[src/rtl/vm2002_common_pkg.sv]
// rtl/vm2002_common_pkg.sv - coin and change-state types shared by the vm2002 change path
package vm2002_common_pkg;

    typedef enum logic [1:0] {
        NONE    = 2'd0,
        NICKEL  = 2'd1,
        DIME    = 2'd2,
        QUARTER = 2'd3
    } coins_t;

    typedef enum logic [2:0] {
        IDLE,
        SELECT,
        REQ,
        DONE,
        ERR
    } chg_state_t;

    localparam int VAL_NICKEL  = 5;
    localparam int VAL_DIME    = 10;
    localparam int VAL_QUARTER = 25;

    function automatic int coin_value(input coins_t c);
        case (c)
            NICKEL:  return VAL_NICKEL;
            DIME:    return VAL_DIME;
            QUARTER: return VAL_QUARTER;
            default: return 0;
        endcase
    endfunction

endpackage

[src/rtl/vm2002_coin_inventory.sv]
// rtl/vm2002_coin_inventory.sv - per-denomination hopper counters with saturating refill
module vm2002_coin_inventory
    import vm2002_common_pkg::*;
#(
    parameter int INV_W     = 8,
    parameter int QTR_INIT  = 20,
    parameter int DIME_INIT = 20,
    parameter int NKL_INIT  = 20
) (
    input  logic             clk,
    input  logic             rst_n,
    input  logic             i_reload,
    input  coins_t           i_reload_coin,
    input  logic [INV_W-1:0] i_reload_count,
    input  logic             i_dec,
    input  coins_t           i_dec_coin,
    output logic             o_qtr_nz,
    output logic             o_dime_nz,
    output logic             o_nkl_nz,
    output logic             o_low_change
);

    logic [INV_W-1:0] r_qtr;
    logic [INV_W-1:0] r_dime;
    logic [INV_W-1:0] r_nkl;

    function automatic logic [INV_W-1:0] sat_add(input logic [INV_W-1:0] a, input logic [INV_W-1:0] b);
        logic [INV_W:0] s;
        s = {1'b0, a} + {1'b0, b};
        return s[INV_W] ? '1 : s[INV_W-1:0];
    endfunction

    assign o_qtr_nz     = (r_qtr  != '0);
    assign o_dime_nz    = (r_dime != '0);
    assign o_nkl_nz     = (r_nkl  != '0);
    assign o_low_change = !(o_qtr_nz && o_dime_nz && o_nkl_nz);

    // Refill and payout never overlap: refills are only passed through while the dispenser is idle.
    always_ff @(posedge clk or negedge rst_n) begin
        if (!rst_n) begin
            r_qtr  <= INV_W'(QTR_INIT);
            r_dime <= INV_W'(DIME_INIT);
            r_nkl  <= INV_W'(NKL_INIT);
        end else begin
            if (i_reload && i_reload_coin == QUARTER)
                r_qtr <= sat_add(r_qtr, i_reload_count);
            else if (i_dec && i_dec_coin == QUARTER && o_qtr_nz)
                r_qtr <= r_qtr - INV_W'(1);

            if (i_reload && i_reload_coin == DIME)
                r_dime <= sat_add(r_dime, i_reload_count);
            else if (i_dec && i_dec_coin == DIME && o_dime_nz)
                r_dime <= r_dime - INV_W'(1);

            if (i_reload && i_reload_coin == NICKEL)
                r_nkl <= sat_add(r_nkl, i_reload_count);
            else if (i_dec && i_dec_coin == NICKEL && o_nkl_nz)
                r_nkl <= r_nkl - INV_W'(1);
        end
    end

endmodule

[src/rtl/vm2002_change_dispenser.sv]
// rtl/vm2002_change_dispenser.sv - greedy coin payout of an owed balance over a hopper req/ack handshake
module vm2002_change_dispenser
    import vm2002_common_pkg::*;
#(
    parameter int AMT_W     = 8,
    parameter int INV_W     = 8,
    parameter int QTR_INIT  = 20,
    parameter int DIME_INIT = 20,
    parameter int NKL_INIT  = 20,
    parameter int ACK_TMO   = 15
) (
    input  logic             clk,
    input  logic             hrst,
    input  logic             srst,
    input  logic             balance_valid,
    input  logic [AMT_W-1:0] balance,
    output logic             bal_ready,
    output logic             coin_req,
    output coins_t           coin_out,
    input  logic             coin_ack,
    input  logic             reload,
    input  coins_t           reload_coin,
    input  logic [INV_W-1:0] reload_count,
    output logic             change_done,
    output logic             change_err,
    output logic [AMT_W-1:0] remaining,
    output logic             low_change
);

    localparam int TMO_W = $clog2(ACK_TMO + 1);

    chg_state_t       r_state;
    chg_state_t       w_next_state;
    logic [AMT_W-1:0] r_remaining;
    logic [TMO_W-1:0] r_tmo;
    logic             r_coin_req;
    coins_t           r_coin_out;
    coins_t           w_pick;
    logic             r_done;
    logic             r_err;
    logic             r_bal_ready;
    logic             w_accept;
    logic             w_ack;
    logic             w_reload;
    logic [AMT_W-1:0] w_value;
    logic             w_qtr_nz;
    logic             w_dime_nz;
    logic             w_nkl_nz;

    assign w_accept = (r_state == IDLE) && r_bal_ready && balance_valid;
    assign w_ack    = (r_state == REQ) && r_coin_req && coin_ack;
    assign w_reload = reload && (r_state == IDLE) && (reload_coin != NONE);
    assign w_value  = AMT_W'(coin_value(r_coin_out));

    vm2002_coin_inventory #(
        .INV_W     (INV_W),
        .QTR_INIT  (QTR_INIT),
        .DIME_INIT (DIME_INIT),
        .NKL_INIT  (NKL_INIT)
    ) u_inv (
        .clk            (clk),
        .rst_n          (hrst),
        .i_reload       (w_reload),
        .i_reload_coin  (reload_coin),
        .i_reload_count (reload_count),
        .i_dec          (w_ack),
        .i_dec_coin     (r_coin_out),
        .o_qtr_nz       (w_qtr_nz),
        .o_dime_nz      (w_dime_nz),
        .o_nkl_nz       (w_nkl_nz),
        .o_low_change   (low_change)
    );

    always_comb begin
        w_next_state = r_state;
        w_pick       = NONE;
        case (r_state)
            IDLE: begin
                if (w_accept) begin
                    if (balance % AMT_W'(5) != '0)
                        w_next_state = ERR;
                    else if (balance == '0)
                        w_next_state = DONE;
                    else
                        w_next_state = SELECT;
                end
            end
            SELECT: begin
                if (r_remaining >= AMT_W'(VAL_QUARTER) && w_qtr_nz)
                    w_pick = QUARTER;
                else if (r_remaining >= AMT_W'(VAL_DIME) && w_dime_nz)
                    w_pick = DIME;
                else if (r_remaining >= AMT_W'(VAL_NICKEL) && w_nkl_nz)
                    w_pick = NICKEL;
                w_next_state = (w_pick == NONE) ? ERR : REQ;
            end
            REQ: begin
                if (w_ack)
                    w_next_state = (r_remaining == w_value) ? DONE : SELECT;
                else if (r_coin_req && r_tmo == TMO_W'(ACK_TMO - 1))
                    w_next_state = ERR;
            end
            DONE:    w_next_state = IDLE;
            ERR:     w_next_state = IDLE;
            default: w_next_state = IDLE;
        endcase
        if (srst)
            w_next_state = IDLE;
    end

    // coin_req rises one cycle after entering REQ so the freshly registered coin_out is settled first.
    always_ff @(posedge clk or negedge hrst) begin
        if (!hrst) begin
            r_state     <= IDLE;
            r_remaining <= '0;
            r_tmo       <= '0;
            r_coin_req  <= 1'b0;
            r_coin_out  <= NONE;
            r_done      <= 1'b0;
            r_err       <= 1'b0;
            r_bal_ready <= 1'b1;
        end else begin
            r_state     <= w_next_state;
            r_bal_ready <= (w_next_state == IDLE);
            r_coin_req  <= (r_state == REQ) && (w_next_state == REQ);
            r_done      <= (r_state == DONE) && !srst;
            r_err       <= (r_state == ERR) && !srst;
            r_tmo       <= (r_state == REQ && r_coin_req && !w_ack) ? r_tmo + TMO_W'(1) : '0;

            if (srst)
                r_remaining <= '0;
            else if (w_accept)
                r_remaining <= balance;
            else if (w_ack)
                r_remaining <= r_remaining - w_value;

            if (srst)
                r_coin_out <= NONE;
            else if (r_state == SELECT)
                r_coin_out <= w_pick;
            else if (r_state == REQ && w_next_state != REQ)
                r_coin_out <= NONE;
        end
    end

    assign bal_ready   = r_bal_ready;
    assign coin_req    = r_coin_req;
    assign coin_out    = r_coin_out;
    assign change_done = r_done;
    assign change_err  = r_err;
    assign remaining   = r_remaining;

endmodule

[config.mk]
export PLATFORM = sky130hd
export DESIGN_NAME = vm2002_change_dispenser
export DESIGN_NICKNAME = d
export VERILOG_FILES = /design/src/rtl/vm2002_common_pkg.sv /design/src/rtl/vm2002_coin_inventory.sv /design/src/rtl/vm2002_change_dispenser.sv
export SDC_FILE = /design/constraint.sdc
export NUM_CORES = 1
export LEC_CHECK = 0
export ABC_AREA = 1
export CORE_UTILIZATION = 50
export DETAILED_ROUTE_END_ITERATION = 16
export PLACE_DENSITY = 0.76
export REMOVE_ABC_BUFFERS = 1
export SLEW_MARGIN = 20
export SYNTH_ARGS = -nofsm -noshare
export SYNTH_HDL_FRONTEND = slang
export SYNTH_SLANG_ARGS = --single-unit
[constraint.sdc]
create_clock -name clk -period 2.7 [get_ports clk]
set_clock_uncertainty 0.15 [all_clocks]
set_input_delay 0.675 -clock clk [delete_from_list [all_inputs] [get_ports clk]]
set_output_delay 0.675 -clock clk [all_outputs]
set_load 0.03 [all_outputs]
# --- Word-level counts from Yosys, hierarchy flattened ---
# Cells that the tools add are included.
word_totals:
  latch_bits: 0
  inputBits: 24
  out_inout_bits: 15
  ram_bits: 0
  ff_bits: 45
  memories: 0
  romBits: 0
  elab_cells: 110
classes:
  n_mul: 0
  order_cmp: 3
  n_eq_ne: 14
  n_reduce_logical: 43
  bitwise: 0
  div: 1
  shifts: 0
  mux: 30
  add_sub_neg: 8
op_table:
  columns: ["op", "count"]
  rows:
  - ["$mux W8", 12]
  - ["$reduce_bool A8 Y1", 4]
  - ["$add A8 B8 Y9", 3]
  - ["$logic_and A1 B1 Y1", 26]
  - ["$sub A8 B1 Y8 const B", 3]
  - ["$mux W3", 6]
  - ["$mux W2", 8]
  - ["$pmux W5 S3", 1]
  - ["$eq A3 B2 Y1 const B", 3]
  - ["$pmux W3 S3", 1]
  - ["$eq A2 B2 Y1 const B", 4]
  - ["$eq A8 B8 Y1", 1]
  - ["$ge A8 B3 Y1 const B", 1]
  - ["$ge A8 B4 Y1 const B", 1]
  - ["$ge A8 B5 Y1 const B", 1]
  - ["$logic_not A8 Y1", 1]
  - ["$mod A8 B3 Y8 const B", 1]
  - ["$reduce_bool A2 Y1", 4]
  - ["$sub A8 B8 Y8", 1]
  - ["$logic_not A3 Y1", 2]
  - ["$reduce_bool A3 Y1", 2]
  - ["$add A4 B1 Y4 const B", 1]
  - ["$eq A2 B1 Y1 const B", 2]
  - ["$eq A4 B4 Y1 const B", 1]
  - ["7 further kinds", 9]

# --- Longest topological paths before layout ---
logic_depth:
  ltp_word: 15
  ltp_mapped: 32

# --- Cells and area by module ---
# A second synthesis with hierarchy kept.
unflattened:
  hier_cells: 721
  area_unflattened_um2: 4845.9
by_module_without_submodules:
  columns: ["module", "n_inst", "seq_area_each_um2", "cells_per_inst", "area_per_inst_um2"]
  rows:
  - ["vm2002_coin_inventory", 1, 608.1, 431, 2859.0]
  - ["vm2002_change_dispenser", 1, 526.8, 290, 1986.9]

# --- Worst setup path before layout ---
# Ideal clock, no wire load.
synth_path:
  path_type: "input to register"
  from: "in balance[6]"
  to: "reg r_coin_out[0], in the netlist coin_out[0]"
  arrival_ns: 2.976
  setup_ns: 0.120
  setup_slack_ns: -0.546
  required_ns: 2.430
  cell_stages: 29
  n_path_buf: 0
  cell_sequence: "inv_2 -> nand2_2 -> nand3_1 -> nand2_2 -> nand3_2 -> nand2_2 -> a21oi_2 -> nand2_4 -> nand2_4 -> nand2_2 -> nand3_2 -> nand2_4 -> nand2_4 -> nand2_2 -> nand2_1 -> inv_1 -> ha_1 -> inv_1 -> nand3_2 -> nand2_4 -> nand3_4 -> nand2_2 -> nand2_2 -> nor2_4 -> nand4_1 -> nand4_1 -> nand2_1 -> nand3_1 -> nand2_1"
synth_between:
  elab_chain_len: 9
  elab_cells_between_ends: 11
  classes_between: "1 x div; 1 x eq/ne; 5 x mux; 4 x reduce/logical"
synth_lines:
  columns: ["element", "line", "text"]
  rows:
  - ["from (decl)", "vm2002_change_dispenser.sv:16", "input logic [AMT_W-1:0] balance,"]
  - ["$mod A8 B3 Y8 / $logic_not A8 Y1 (equally long branches)", "vm2002_change_dispenser.sv:80, vm2002_change_dispenser.sv:82", null]
  - ["$reduce_bool A8 Y1 / $mux W2 (equally long branches)", "vm2002_change_dispenser.sv:80, vm2002_change_dispenser.sv:82", null]
  - ["$mux W3 *", "vm2002_change_dispenser.sv:80", "if (balance % AMT_W'(5) != '0)"]
  - ["$mux W3 *", "vm2002_change_dispenser.sv:79", "if (w_accept) begin"]
  - ["$pmux W3 S3 *", "vm2002_change_dispenser.sv:77", "case (r_state)"]
  - ["$mux W3 *", "vm2002_change_dispenser.sv:107", "if (srst)"]
  - ["$ne A3 B2 Y1 *", "vm2002_change_dispenser.sv:141", "else if (r_state == REQ && w_next_state != REQ)"]
  - ["$logic_and A1 B1 Y1 *", "vm2002_change_dispenser.sv:141", null]
  - ["$reduce_bool A3 Y1 (no line) *", null, null]
  - ["to (signal assigned)", "vm2002_change_dispenser.sv:140", "r_coin_out <= w_pick;"]
  - ["to (decl)", "vm2002_change_dispenser.sv:37", "coins_t r_coin_out;"]
# Every way passes the cells marked *; elsewhere a longest branch is shown, timed or not.
# A chain may end at the register's enable or synchronous reset.

# --- Worst setup path after layout ---
layout_path:
  from: "in balance[7]"
  to: "reg r_bal_ready, in the netlist bal_ready"
layout_between:
  elab_chain_len: 7
  elab_cells_between_ends: 9
  classes_between: "1 x div; 5 x mux; 3 x reduce/logical"
layout_lines:
  columns: ["element", "line", "text"]
  rows:
  - ["$mod A8 B3 Y8", "vm2002_change_dispenser.sv:80", null]
  - ["$reduce_bool A8 Y1", "vm2002_change_dispenser.sv:80", null]
  - ["$mux W3", "vm2002_change_dispenser.sv:80", null]
  - ["$mux W3", "vm2002_change_dispenser.sv:79", null]
  - ["$pmux W3 S3", "vm2002_change_dispenser.sv:77", null]
  - ["$mux W3", "vm2002_change_dispenser.sv:107", null]
  - ["net w_next_state[0]", "vm2002_change_dispenser.sv:33", "chg_state_t w_next_state;"]
  - ["$logic_not A3 Y1", "vm2002_change_dispenser.sv:124", "r_bal_ready <= (w_next_state == IDLE);"]
  - ["to (signal assigned)", "vm2002_change_dispenser.sv:124", null]
  - ["to (decl)", "vm2002_change_dispenser.sv:41", "logic r_bal_ready;"]
# The timed path passes the listed nets, and every way through them passes these cells.

==> summary.md <==
| Metric | Value |
|---|---|
| Nature of the critical path startpoint | `input port` |
| GP Congestion | `0.908` |
| Initial drt markers | `197` |
| Failing checks | `negative setup slack` |
| GR Util All Layers | `0.282` |
| Cell Pwr Density | `856 nW/um^2` |
| Synth Flop Type | `dfrtp_1` |
| Die Span Y | `94.5 um` |
| HPWL Detailed | `9160 um` |
| Hold Fails Final Rpt | `0` |
| Synth top area share | `0.222` |
| Hold_buf cts | `0` |
| Total die area | `8920 sq um` |
| Fmax | `303 MHz` |
| Synth area leader | `dfrtp_1` |
| Worst Tran Pin Value | `0.606 ns` |
| Min Tclk post-route | `3.30 ns` |
| Syn. warnings | `0` |
| DP Worst Slack | `-1.45 ns` |
| Fill count | `609` |
| CP arrival | `3.41 ns` |
| Port bufs | `38` |
| Final period util | `1.22` |
| Clock Power Share | `0.090` |
| Worst-path maximum fanout | `5` |
| CTS sink count | `45` |
| WL/cell | `15.0 um` |
| Fin worst setup slack | `-0.601 ns` |
| Row count | `33` |
| Mapped Cells | `574` |
| DR vias | `4605` |
| Num ports | `39` |
| Initial antenna violation count | `0` |
| Post-synth EDFFs | `0` |
| Die Wd | `94.5 um` |
| Unrepaired setup endpoints after global routing | `yes` |
| Post-synthesis cell type count | `40` |
| Final Util | `0.724` |
| Req. time, crit path | `2.81 ns` |
| Final wirelength | `12300 um` |
| Yosys reg bits | `45` |
| Initial DRT Pass Iterations | `5` |
| MaxCap Viol Count | `0` |
| Internal Power | `2.66 mW` |
| Setup TNS | `-3.09 ns` |
| Slew Limit Fails | `0` |
| Final nets | `779` |
| Post-DR vias/cell | `5.63` |
| Pwr Total | `5.12 mW` |
| Synth Cell Area | `4270 sq um` |
| Asr flop ratio synth | `1.00` |
| Final Setup Violations | `7` |
| Register area share after synthesis | `0.266` |
| CP endpoint kind | `flop` |
| Layout area overhead | `39.8%` |
| Area contributors post-synth | `dfrtp_1 22%, ha_1 11%, inv_1 8.1%` |
| Post-route insts no fill | `818` |
| Placed Instance Area | `5360 sq um` |
| H-tree levels | `2` |
| Clock Tree Root | `clkbuf_8` |
| GRT overflow | `0` |
| Clk buf depth | `2` |
| CORE AREA | `8260 sq um` |
| DP Cell Count | `793` |
| Sequential fraction of design power | `0.233` |
| Switching Share | `0.480` |
| Worst vdd ir | `564 uV` |
| CTS tree | `built` |
| Fin area | `5980 sq um` |
| Pin count of the biggest net entering global routing | `24` |
| Layout cells sized above 1 | `0.313` |
| Leak | `2.89 nW` |
| CP Class | `in2reg` |
| Total CTS buffers | `5` |
| Worst min path class | `in2async` |
| Slew headroom | `0.596` |
| Clock insertion delay at the later pin of the skew report | `0.32 ns` |
| Status | `finished, violations left` |
| ANT cells | `0` |
| Vias in the first global route | `4550` |
| Reg2reg path depth | `12` |
| DR DRC count | `0` |
| NetSw | `2.46 mW` |
| WHS | `0.207 ns` |
| Clock transition at the registers of the reported paths | `0.10 ns` |
| First-pass GRT wire length | `19900 um` |
| Initial Util | `0.518` |
| Comb pwr share | `0.677` |
| Mean Syn Cell Area | `7.45 sq um` |
| Post-route antenna net violation count | `0` |
power by group through the flow:
stage	sequential [mW]	combinational [mW]	clock, mW
6_report	1.19	3.46	0.461
3_5_place_dp	1.17	3.04	0
5_1_grt	1.22	3.85	0.493
3_3_place_gp	1.16	2.92	0
4_1_cts	1.17	3.24	0.460
2_1_floorplan	1.21	1.95	0
synth_stat cells (2+ instances only):
master / n
fa_1: 4
xnor2_1: 7
inv_1: 92
nor4_1: 3
dfstp_2: 7
inv_2: 12
or2_2: 2
o21ai_0: 42
nor3_1: 12
nand3_1: 39
ha_1: 39
a22oi_1: 2
nand2_2: 14
nand2_4: 8
nand3_4: 2
clkbuf_1: 4
a21oi_1: 29
nand4_1: 13
o41ai_1: 2
dfrtp_1: 38
nor2_1: 38
o22ai_1: 4
nand2_1: 75
and2_1: 2
o211ai_1: 9
xor2_1: 23
o221ai_1: 15
nand3_2: 8
o21ai_1: 18
final cells by class:
class / count / area, sq um / share of cell area
clock buffer: 5 / 68.8 / 0.0115
clock inverter: 3 / 21.3 / 0.00356
inverter: 106 / 434 / 0.0726
multi-input combinational: 419 / 3050 / 0.510
sequential: 45 / 1140 / 0.190
tap: 105 / 131 / 0.0220
timing repair buffer: 135 / 1140 / 0.190
registers in the layout, summed over array words and instances (netlist names):
register	cells
change_err	1
u_inv.r_nkl	8
u_inv.r_qtr	8
r_state	3
remaining	8
coin_out	2
u_inv.r_dime	8
r_tmo	4
coin_req	1
change_done	1
bal_ready	1
path summary, 6_finish.rpt:
check	from	to	slack, ns
setup / recovery	balance[7]	bal_ready	-0.60
hold / removal	hrst	remaining[0]	0.21
setup reg to reg	u_inv.r_qtr[2]	u_inv.r_qtr[7]	0.21
hold reg to reg	r_state[2]	change_done	0.31
max in group asynchronous	hrst	u_inv.r_dime[4]	1.50
min in group clk	r_state[2]	change_done	0.31
per-layer routing:
layer	wire length (um)	track usage
met4	256	0.0896
met3	692	0.0475
met2	6330	0.516
met1	5020	0.334
met5	0	0
worst max-delay path, cell delays in order:
cell and delay [ns]:
buf_12 0.11, a21o_4 0.22, nand2_4 0.09, nand3_4 0.09
nand2_4 0.10, nand2_4 0.07, nand3_4 0.07, nand2_4 0.07
nand2_4 0.09, nand2_4 0.06, buf_4 0.12, buf_4 0.13
nand2_2 0.08, nand2_1 0.09, nand2_2 0.09, nand2_4 0.07
nand2_4 0.07, inv_4 0.05, nand2_4 0.09, nand3_4 0.09
o21ai_1 0.20, nand4_1 0.18, buf_4 0.19, a21oi_2 0.15
or2_1 0.13, nor2_1 0.04
layout by cell type (no fill, tap or decap), types with 3 or more instances in the layout:
master,n
ha_4,7
clkdlybuf4s50_1,26
o21ai_1,19
a21oi_2,13
nand2_1,67
nand2_4,17
nand3_4,6
xnor2_1,7
nand4_1,13
a21oi_1,16
buf_4,95
nand2_2,13
clkbuf_8,5
nand3_1,35
o211ai_1,9
dfstp_2,7
dfrtp_1,37
o21ai_2,5
xor2_1,23
inv_4,4
nor2_1,38
buf_6,3
o221ai_1,15
o22ai_1,4
inv_2,14
dlygate4sd2_1,3
nor3_1,11
ha_1,32
inv_1,85
nand3_2,8
o21ai_0,34
timing repair:
action	CTS	global route
pin swaps	37	31
gates resized for setup	85	43
buffers inserted	11	7
endpoints found under the setup margin	30	31
logic make-up (layout without fill, tap and decap cells):
logic type,after synthesis,in the layout,share of synthesized area
flip-flops,45,45,0.266
buffers and inverters,110,249,0.100
AND/OR/NAND/NOR,219,219,0.264
adder cells (fa/ha/maj),43,43,0.133
XOR/XNOR,30,30,0.0615
AO/OA/AOI/OAI,127,127,0.176
Power figures use the tool's default switching activity.
